**config.mk**
```make
export PLATFORM = sky130hd
export DESIGN_NAME = multicycle_ctrl_flat
export DESIGN_NICKNAME = d
export VERILOG_FILES = /design/src/rtl/multicycle_ctrl_if.sv /design/src/rtl/multicycle_ctrl.sv /design/src/flat_wrapper.sv
export SDC_FILE = /design/constraint.sdc
export NUM_CORES = 1
export LEC_CHECK = 0
export ABC_CLOCK_PERIOD_IN_PS = 1600
export BUFFER_PORTS_ARGS = -buffer_cell sky130_fd_sc_hd__buf_4
export CAP_MARGIN = 20
export CORE_MARGIN = 2
export CORE_UTILIZATION = 35
export CTS_CLUSTER_SIZE = 14
export DETAILED_ROUTE_END_ITERATION = 10
export GPL_ROUTABILITY_DRIVEN = 0
export GPL_TIMING_DRIVEN = 1
export PLACE_DENSITY = 0.69
export SLEW_MARGIN = 20
export SYNTH_ARGS = -nofsm -noshare
export SYNTH_HDL_FRONTEND = slang
export SYNTH_SLANG_ARGS = --single-unit
```
**constraint.sdc**
```tcl
create_clock -name clk -period 1.6 [get_ports clk]
set_input_delay 0 -clock clk [delete_from_list [all_inputs] [get_ports clk]]
set_output_delay 0 -clock clk [all_outputs]
set_load 0.01 [all_outputs]
```
**src/rtl/multicycle_ctrl_if.sv**
```systemverilog
// Control-unit bundle between the instruction register/datapath and multicycle_ctrl.
// master = control unit side, slave = datapath side.
interface multicycle_ctrl_if #(
    parameter int CNT_W = 32
);
    logic [31:0]      instr;
    logic             zero;
    logic             carry;
    logic             sign;
    logic             overflow;
    logic             mem_ready;

    logic             mem_req;
    logic             adr_src;
    logic             mem_write;
    logic             ir_write;
    logic             reg_write;
    logic             pc_write;
    logic [1:0]       result_src;
    logic [1:0]       alu_src_a;
    logic [1:0]       alu_src_b;
    logic [1:0]       alu_op;
    logic [2:0]       state;
    logic             retire;
    logic [CNT_W-1:0] retired_count;
    logic             illegal;

    modport master (
        input  instr, zero, carry, sign, overflow, mem_ready,
        output mem_req, adr_src, mem_write, ir_write, reg_write, pc_write,
               result_src, alu_src_a, alu_src_b, alu_op, state, retire,
               retired_count, illegal
    );

    modport slave (
        output instr, zero, carry, sign, overflow, mem_ready,
        input  mem_req, adr_src, mem_write, ir_write, reg_write, pc_write,
               result_src, alu_src_a, alu_src_b, alu_op, state, retire,
               retired_count, illegal
    );
endinterface

```
**src/rtl/multicycle_ctrl.sv**
```systemverilog
// Multicycle RV32I control unit: variable-length instruction sequencing with
// memory-ready stalls, optional JALR, illegal-opcode trap and a retire counter.
module multicycle_ctrl #(
    parameter int CNT_W         = 32,
    parameter bit SUPPORT_JALR  = 1'b1,
    parameter bit MEM_HANDSHAKE = 1'b1
) (
    input  logic              clk,
    input  logic              reset,
    multicycle_ctrl_if.master bus
);

    typedef enum logic [2:0] {
        S_FETCH   = 3'd0,
        S_DECODE  = 3'd1,
        S_EXECUTE = 3'd2,
        S_MEM     = 3'd3,
        S_MEMWB   = 3'd4,
        S_ALUWB   = 3'd5,
        S_TRAP    = 3'd7
    } state_e;

    localparam logic [6:0] OP_LOAD   = 7'b0000011;
    localparam logic [6:0] OP_STORE  = 7'b0100011;
    localparam logic [6:0] OP_RTYPE  = 7'b0110011;
    localparam logic [6:0] OP_ITYPE  = 7'b0010011;
    localparam logic [6:0] OP_JAL    = 7'b1101111;
    localparam logic [6:0] OP_JALR   = 7'b1100111;
    localparam logic [6:0] OP_BRANCH = 7'b1100011;
    localparam logic [6:0] OP_LUI    = 7'b0110111;
    localparam logic [6:0] OP_AUIPC  = 7'b0010111;

    state_e           state_q, state_d;
    logic [CNT_W-1:0] retired_count_q, retired_count_d;

    logic [6:0] opcode;
    logic [2:0] funct3;
    logic       ready;
    logic       legal;
    logic       branch_taken;

    logic       mem_req_c, mem_write_c, ir_write_c, reg_write_c, pc_write_c, retire_c;
    logic       adr_src_c;
    logic [1:0] result_src_c, alu_src_a_c, alu_src_b_c, alu_op_c;

    logic       unused_instr_bits;

    assign opcode            = bus.instr[6:0];
    assign funct3            = bus.instr[14:12];
    assign unused_instr_bits = &{1'b0, bus.instr[31:15], bus.instr[11:7]};
    assign ready             = MEM_HANDSHAKE ? bus.mem_ready : 1'b1;

    always_comb begin
        case (opcode)
            OP_LOAD, OP_STORE, OP_RTYPE, OP_ITYPE,
            OP_JAL, OP_BRANCH, OP_LUI, OP_AUIPC: legal = 1'b1;
            OP_JALR:                             legal = SUPPORT_JALR;
            default:                             legal = 1'b0;
        endcase
    end

    always_comb begin
        case (funct3)
            3'b000:  branch_taken = bus.zero;
            3'b001:  branch_taken = !bus.zero;
            3'b100:  branch_taken = bus.sign ^ bus.overflow;
            3'b101:  branch_taken = !(bus.sign ^ bus.overflow);
            3'b110:  branch_taken = bus.carry;
            3'b111:  branch_taken = !bus.carry;
            default: branch_taken = 1'b0;
        endcase
    end

    always_comb begin
        // NOTE: every output gets a default before the case so no path leaves one unassigned (no latches).
        state_d      = state_q;
        mem_req_c    = 1'b0;
        mem_write_c  = 1'b0;
        ir_write_c   = 1'b0;
        reg_write_c  = 1'b0;
        pc_write_c   = 1'b0;
        retire_c     = 1'b0;
        adr_src_c    = 1'b0;
        result_src_c = 2'b00;
        alu_src_a_c  = 2'b00;
        alu_src_b_c  = 2'b00;
        alu_op_c     = 2'b00;

        case (state_q)
            S_FETCH: begin
                mem_req_c    = 1'b1;
                alu_src_b_c  = 2'b10;
                result_src_c = 2'b10;
                ir_write_c   = ready;
                pc_write_c   = ready;
                if (ready) state_d = S_DECODE;
            end
            S_DECODE: begin
                alu_src_a_c = 2'b01;
                alu_src_b_c = 2'b01;
                state_d     = legal ? S_EXECUTE : S_TRAP;
            end
            S_EXECUTE: begin
                case (opcode)
                    OP_LOAD, OP_STORE: begin
                        alu_src_a_c = 2'b10;
                        alu_src_b_c = 2'b01;
                        state_d     = S_MEM;
                    end
                    OP_RTYPE, OP_ITYPE: begin
                        alu_src_a_c = 2'b10;
                        alu_src_b_c = (opcode == OP_ITYPE) ? 2'b01 : 2'b00;
                        alu_op_c    = 2'b10;
                        state_d     = S_ALUWB;
                    end
                    OP_JAL: begin
                        alu_src_a_c = 2'b01;
                        alu_src_b_c = 2'b10;
                        pc_write_c  = 1'b1;
                        state_d     = S_ALUWB;
                    end
                    OP_JALR: begin
                        alu_src_a_c  = 2'b10;
                        alu_src_b_c  = 2'b01;
                        result_src_c = 2'b10;
                        pc_write_c   = 1'b1;
                        state_d      = S_ALUWB;
                    end
                    OP_BRANCH: begin
                        alu_src_a_c = 2'b10;
                        alu_op_c    = 2'b01;
                        pc_write_c  = branch_taken;
                        retire_c    = 1'b1;
                        state_d     = S_FETCH;
                    end
                    OP_LUI: begin
                        alu_src_b_c  = 2'b01;
                        alu_op_c     = 2'b11;
                        result_src_c = 2'b10;
                        reg_write_c  = 1'b1;
                        retire_c     = 1'b1;
                        state_d      = S_FETCH;
                    end
                    OP_AUIPC: begin
                        alu_src_a_c  = 2'b01;
                        alu_src_b_c  = 2'b01;
                        result_src_c = 2'b10;
                        reg_write_c  = 1'b1;
                        retire_c     = 1'b1;
                        state_d      = S_FETCH;
                    end
                    default: state_d = S_TRAP;
                endcase
            end
            S_MEM: begin
                mem_req_c   = 1'b1;
                adr_src_c   = 1'b1;
                mem_write_c = (opcode == OP_STORE);
                if (ready) begin
                    if (opcode == OP_LOAD) begin
                        state_d = S_MEMWB;
                    end else begin
                        retire_c = 1'b1;
                        state_d  = S_FETCH;
                    end
                end
            end
            S_MEMWB: begin
                result_src_c = 2'b01;
                reg_write_c  = 1'b1;
                retire_c     = 1'b1;
                state_d      = S_FETCH;
            end
            S_ALUWB: begin
                reg_write_c = 1'b1;
                retire_c    = 1'b1;
                state_d     = S_FETCH;
                // JALR writes the link address OldPC+4 now that PC already holds the target
                if (opcode == OP_JALR) begin
                    alu_src_a_c  = 2'b01;
                    alu_src_b_c  = 2'b10;
                    result_src_c = 2'b10;
                end
            end
            S_TRAP:  state_d = S_TRAP;
            default: state_d = S_FETCH;
        endcase
    end

    assign retired_count_d = retire_c ? retired_count_q + CNT_W'(1) : retired_count_q;

    always_ff @(posedge clk or posedge reset) begin
        // NOTE: sequential state uses non-blocking assignments so all flops update together.
        if (reset) begin
            state_q         <= S_FETCH;
            retired_count_q <= '0;
        end else begin
            state_q         <= state_d;
            retired_count_q <= retired_count_d;
        end
    end

    // Enables are held off combinationally for the whole reset pulse, not just after the edge.
    assign bus.mem_req       = mem_req_c   & ~reset;
    assign bus.mem_write     = mem_write_c & ~reset;
    assign bus.ir_write      = ir_write_c  & ~reset;
    assign bus.reg_write     = reg_write_c & ~reset;
    assign bus.pc_write      = pc_write_c  & ~reset;
    assign bus.retire        = retire_c    & ~reset;
    assign bus.adr_src       = adr_src_c;
    assign bus.result_src    = result_src_c;
    assign bus.alu_src_a     = alu_src_a_c;
    assign bus.alu_src_b     = alu_src_b_c;
    assign bus.alu_op        = alu_op_c;
    assign bus.state         = state_q;
    assign bus.retired_count = retired_count_q;
    assign bus.illegal       = (state_q == S_TRAP);

endmodule
```
**src/flat_wrapper.sv**
```systemverilog
// flat-port wrapper written by rule: the top's interface ports become plain ports
module multicycle_ctrl_flat 
#(
    parameter int CNT_W         = 32,
    parameter bit SUPPORT_JALR  = 1'b1,
    parameter bit MEM_HANDSHAKE = 1'b1
)
  (clk, reset, bus_instr, bus_zero, bus_carry, bus_sign, bus_overflow, bus_mem_ready, bus_mem_req, bus_adr_src, bus_mem_write, bus_ir_write, bus_reg_write, bus_pc_write, bus_result_src, bus_alu_src_a, bus_alu_src_b, bus_alu_op, bus_state, bus_retire, bus_retired_count, bus_illegal);
  multicycle_ctrl_if #(.CNT_W(CNT_W)) bus_i ();
  input  logic clk;
  input  logic reset;
  input wire logic [$bits(bus_i.instr)-1:0] bus_instr;
  input wire logic [$bits(bus_i.zero)-1:0] bus_zero;
  input wire logic [$bits(bus_i.carry)-1:0] bus_carry;
  input wire logic [$bits(bus_i.sign)-1:0] bus_sign;
  input wire logic [$bits(bus_i.overflow)-1:0] bus_overflow;
  input wire logic [$bits(bus_i.mem_ready)-1:0] bus_mem_ready;
  output wire logic [$bits(bus_i.mem_req)-1:0] bus_mem_req;
  output wire logic [$bits(bus_i.adr_src)-1:0] bus_adr_src;
  output wire logic [$bits(bus_i.mem_write)-1:0] bus_mem_write;
  output wire logic [$bits(bus_i.ir_write)-1:0] bus_ir_write;
  output wire logic [$bits(bus_i.reg_write)-1:0] bus_reg_write;
  output wire logic [$bits(bus_i.pc_write)-1:0] bus_pc_write;
  output wire logic [$bits(bus_i.result_src)-1:0] bus_result_src;
  output wire logic [$bits(bus_i.alu_src_a)-1:0] bus_alu_src_a;
  output wire logic [$bits(bus_i.alu_src_b)-1:0] bus_alu_src_b;
  output wire logic [$bits(bus_i.alu_op)-1:0] bus_alu_op;
  output wire logic [$bits(bus_i.state)-1:0] bus_state;
  output wire logic [$bits(bus_i.retire)-1:0] bus_retire;
  output wire logic [$bits(bus_i.retired_count)-1:0] bus_retired_count;
  output wire logic [$bits(bus_i.illegal)-1:0] bus_illegal;
  assign bus_i.instr = bus_instr;
  assign bus_i.zero = bus_zero;
  assign bus_i.carry = bus_carry;
  assign bus_i.sign = bus_sign;
  assign bus_i.overflow = bus_overflow;
  assign bus_i.mem_ready = bus_mem_ready;
  assign bus_mem_req = bus_i.mem_req;
  assign bus_adr_src = bus_i.adr_src;
  assign bus_mem_write = bus_i.mem_write;
  assign bus_ir_write = bus_i.ir_write;
  assign bus_reg_write = bus_i.reg_write;
  assign bus_pc_write = bus_i.pc_write;
  assign bus_result_src = bus_i.result_src;
  assign bus_alu_src_a = bus_i.alu_src_a;
  assign bus_alu_src_b = bus_i.alu_src_b;
  assign bus_alu_op = bus_i.alu_op;
  assign bus_state = bus_i.state;
  assign bus_retire = bus_i.retire;
  assign bus_retired_count = bus_i.retired_count;
  assign bus_illegal = bus_i.illegal;
  multicycle_ctrl #(.CNT_W(CNT_W), .SUPPORT_JALR(SUPPORT_JALR), .MEM_HANDSHAKE(MEM_HANDSHAKE)) u_core (.clk(clk), .reset(reset), .bus(bus_i));
endmodule
```
=== Word level (Yosys, flattened, before mapping) ===
Cells that the tools add are included.

* Flip-flop bits (word level): 35
* Input bits: 39
* Output and inout port bits: 51
* Word-level logic and storage cells: 83

* Add/subtract/negate cells: 1
* Eq/ne operators: 22
* Multiplexer cells: 31
* Bitwise gates (word level): 8
* Reductions and logical operators: 19

{| class="wikitable"
|+ Operator list
! operator !! number
|-
| $add 32x1->32 const B || 1
|-
| $eq 3x3->1 const B || 7
|-
| $eq 7x6->1 const B || 3
|-
| $eq 7x7->1 const B || 3
|-
| $pmux 2 s3 || 3
|-
| $pmux 2 s4 || 2
|-
| $pmux 3 s5 || 1
|-
| $eq 7x5->1 const B || 2
|-
| $reduce_or 2->1 || 7
|-
| $mux 3 || 4
|-
| $mux 1 || 11
|-
| $pmux 3 s3 || 1
|-
| $reduce_or 9->1 || 1
|-
| $eq 7x2->1 const B || 1
|-
| $and 1x1->1 || 6
|-
| $eq 3x1->1 const B || 2
|-
| $eq 3x2->1 const B || 2
|-
| $logic_not 3->1 || 2
|-
| $mux 2 || 3
|-
| $pmux 1 s2 || 3
|-
| $pmux 1 s6 || 1
|-
| $reduce_or 3->1 || 2
|-
| $reduce_or 6->1 || 1
|-
| $reduce_or 5->1 || 1
|-
| 8 further kinds || 11
|}

=== Longest topological paths before layout ===
* Word-level depth: 6
* Mapped depth: 8
* Mapped depth without buffers: 5

=== Least setup slack after synthesis ===
Ideal clock, no wire load.

* Kind: register -> register
* Start: register u_core.state_q[1] (netlist: u_core.bus.state[1])
* End: register u_core.retired_count_q[22] (netlist: u_core.bus.retired_count[22])
* Setup time: 0.079 ns
* Arrival time: 1.777 ns
* Data required time: 1.521 ns
* Slack: -0.256 ns
* Cell stages (with the launch flop): 7
* Clock period less this slack: 1.856 ns
* Cell sequence: dfrtp_1 -> or3b_4 -> nor3_4 -> a211oi_2 -> buf_6 -> nor4_1 -> xor2_1

* Longest elaborated chain between the ends: 3
* Elaborated cells between the ends (all ways): 6
* Those cells by class: eq/ne: 4; mux: 1; reduce/logical: 1

{| class="wikitable"
|+ RTL lines
! item !! RTL line !! RTL
|-
| start, declared || multicycle_ctrl.sv:33 || <nowiki>state_e state_q, state_d;</nowiki>
|-
| start signal, assigned || multicycle_ctrl.sv:198 || <nowiki>state_q <= state_d;</nowiki>
|-
| $eq 3x3->1 || multicycle_ctrl.sv:89 || <nowiki>case (state_q)</nowiki>
|-
| $reduce_or 2->1 (no source line) || n/a ||
|-
| $pmux 1 s3 * || multicycle_ctrl.sv:89 ||
|-
| end signal, assigned || multicycle_ctrl.sv:199 || <nowiki>retired_count_q <= retired_count_d;</nowiki>
|-
| end, declared || multicycle_ctrl.sv:34 || <nowiki>logic [CNT_W-1:0] retired_count_q, retired_count_d;</nowiki>
|}

Every way passes the cells marked *; elsewhere a longest branch is shown, timed or not.
A chain may end at the register's enable or synchronous reset.

=== Final worst setup path ===
* Start: register u_core.state_q[0] (netlist: u_core.bus.state[0])
* End: register u_core.retired_count_q[26] (netlist: u_core.bus.retired_count[26])

Same word-level chain as after synthesis.

==> out/qor.yml <==
sta:
  slew_violations: 0
  timing.final.crit_share: 1.229
  relSlewSlack: 0.6631
  finalSetupTns_ns: -10.06
  rsz0062_at_grt: "yes"
  setup_ws_ns: -0.3668
  tightest_slew_ns: 0.5037
  min_period_ns: 1.967
  setup_viol: 44
  fmax_ghz: 0.5084
  hold_viol: 0
  skew_ns: 0.008056
yosys:
  synthCells: 242
  synth_common_cells: "dfrtp_1, xor2_1, nand2_1"
  synth_edf_count: 0
  synth.top_cell.area_share: 0.4032
  synth-seq-cells: 35
  synth_sequential_area_ratio: 0.4032
  synth_ff_type: "dfrtp_1"
  synthTopCellsByArea: "dfrtp_1, xor2_1, nor3_1"
  synth_fp_nets: 282
  ys_types: 46
  syn-cell-area_um2: 2172
  yosys_warnings: 0
  syn_area_per_cell_um2: 8.976
  synth_top_area_cell: "dfrtp_1"
  async_flop_share: 1.000
  yosys.cell_count.top_type: "dfrtp_1"
worst_setup_path:
  cp.required_ns: 1.81
  worstRegToRegCells: 7
  crit_type: "reg -> reg"
  cp-startpoint: "u_core.bus.state[0]"
  reg2reg_to: "u_core.bus.retired_count[26]"
  worst-r2r-setup-slack_ns: -0.37
  r2r_start: "u_core.bus.state[0]"
  cp_data_arrival_time_ns: 2.18
  worstSetupStartpointType: "register"
  worstPathMaxFanout: 8
  end_kind: "register"
  worstSetupEndpoint: "u_core.bus.retired_count[26]"
drt:
  wl_um: 8157
  drtIter0Drc: 95
  vias_per_cell: 5.413
  drtPass1Iterations: 4
  ant_nets: 0
  vias: 2517
  drc: 0
  drt-wirelength-per-cell_um: 17.54
cells_and_area:
  insertedDiodeCount: 0
  multiInputGateArea_um2: 1768
  drive_gt1_frac: 0.5821
  fillers: 432
  postLayoutCoreUtil: 0.6887
  areaGrowthSynthToFinish_pct: 88.82
  seqCellArea_um2: 875.8
  nets: 429
global_route:
  antenna_found_initial: 0
  grt_pass1_vias: 2341
  grt_pass1_wl_um: 11330
  track_usage: 0.2188
  grt_max_degree: 21
  grt_overflow_total: 0
die:
  die-area_um2: 6852
  dieWidth_um: 82.78
  io_pins: 90
  die_h_um: 82.78
  rows: 28
  start_util: 0.3647
  fp.coreArea_um2: 5956
clock_tree:
  cts.reportedPaths.clkPinSlew_ns: 0.07
  clock_sinks: 35
  htree_num_levels: 2
  cts_made_buffers: 5
  cts.path.max_buffers: 2
  clock_latency_ns: 0.30
  cts_tree: "yes"
  clockRootBuffer: "clkbuf_8"
power_and_ir_drop:
  power_leakage_nw: 2.234
  ir_drop_mv: 0.7483
  p_per_area_nw_per_um2: 1242
run_status:
  violations: "setup timing"
  status: "complete, but fails checks"
job:
  maxCapViolations: 0
place:
  portBuffers: 67
  dpl.hpwl_um: 4825
min_path:
  hold_depth: 4
  hold_class: "in -> reg"
power by group:
group	total (mW)	switching (mW)	internal, mW
combinational	3.25	1.58	1.67
clock	0.719	0.328	0.391
sequential	1.13	0.112	1.02
total	5.10	2.02	3.07
sequential cells by signal (all words and copies together), names as in the netlist:
register                  flops
u_core.bus.retired_count     32
u_core.bus.state              3
cells by family (layout without fill, tap and decap cells):
family	count (synthesis)	in the layout	share of synthesized area
adder cells (fa/ha/maj)	1	1	0.005759
XOR/XNOR	34	34	0.1371
AND/OR/NAND/NOR	123	123	0.3203
flip-flops	35	35	0.4032
AO/OA/AOI/OAI	29	29	0.08640
multiplexers	2	2	0.009792
buffers and inverters	18	166	0.03744
per-layer routing:
metal | GRT usage | vias up | share of wire
met5 | 0 | - | 0
met4 | 0.07377 | 0 | 0.032
met3 | 0.04437 | 22 | 0.045
met2 | 0.3823 | 91 | 0.52
met1 | 0.2683 | 1244 | 0.40
li1 | - | 1160 | -
area by class of cell:
class | count | area share
multi-input cells | 189 | 0.4311
repair buffers | 152 | 0.3017
flip-flops and latches | 35 | 0.2135
clock buffers | 7 | 0.02349
well taps | 75 | 0.02288
inverters | 6 | 0.005491
clock inverters | 1 | 0.001830
worst min path at each step:
stage                           to  slack (ns)     startpoint
5_1_grt        u_core.bus.state[0]        0.11  bus_mem_ready
3_5_place_dp   u_core.bus.state[1]        0.09          reset
4_1_cts        u_core.bus.state[0]       0.006  bus_mem_ready
3_3_place_gp   u_core.bus.state[1]        0.08          reset
2_1_floorplan        bus_reg_write        0.05          reset
6_report       u_core.bus.state[0]        0.09  bus_mem_ready
layout by cell type, fill, tap and decap left out, types with 4 or more instances in the layout:
cell type | Yosys | routed
nand4_1 | 8 | 8
nor4b_4 | 0 | 4
nand3_1 | 14 | 11
nand2b_1 | 5 | 4
inv_1 | 6 | 5
nor2_4 | 0 | 4
a21oi_1 | 9 | 6
dfrtp_1 | 35 | 35
buf_6 | 1 | 19
clkbuf_8 | 0 | 7
buf_4 | 0 | 129
nor2b_1 | 8 | 4
xor2_1 | 29 | 29
nor3_4 | 1 | 13
nand2_1 | 21 | 17
and3_1 | 5 | 4
nor4_4 | 0 | 10
nor2_1 | 15 | 8
stage by stage:
stage | area (um^2) | power (mW) | setup WS [ns] | std cells | hold slack (ns)
CTS | 3735 | 4.436 | -0.3073 | 454 | 0.006039
finish | 4101 | 5.095 | -0.3668 | 465 | 0.08919
floorplan | 2271 | 2.179 | -0.2355 | 242 | 0.04753
global route | 4101 | 5.341 | -0.4294 | 465 | 0.1060
global placement | 3272 | 3.089 | -0.2334 | 434 | 0.08482
detailed placement | 3272 | 3.133 | -0.3180 | 434 | 0.09154
repair_timing:
action / CTS / global route
hold buffers: 1 / 1
pin swaps: 14 / 56
endpoints found under the setup margin: 40 / 46
hold endpoints to repair: 35 / 1
buffers inserted: 11 / 11
gates resized for setup: 49 / 62
critical path: stages, from the launching register on:
cell and delay (ns):
dfrtp_1 0.39, or3b_4 0.43, nor3_4 0.25, a211oi_4 0.15
buf_6 0.20, buf_6 0.13, nor3_4 0.13, xor2_1 0.21
Power figures use the tool's default switching activity.
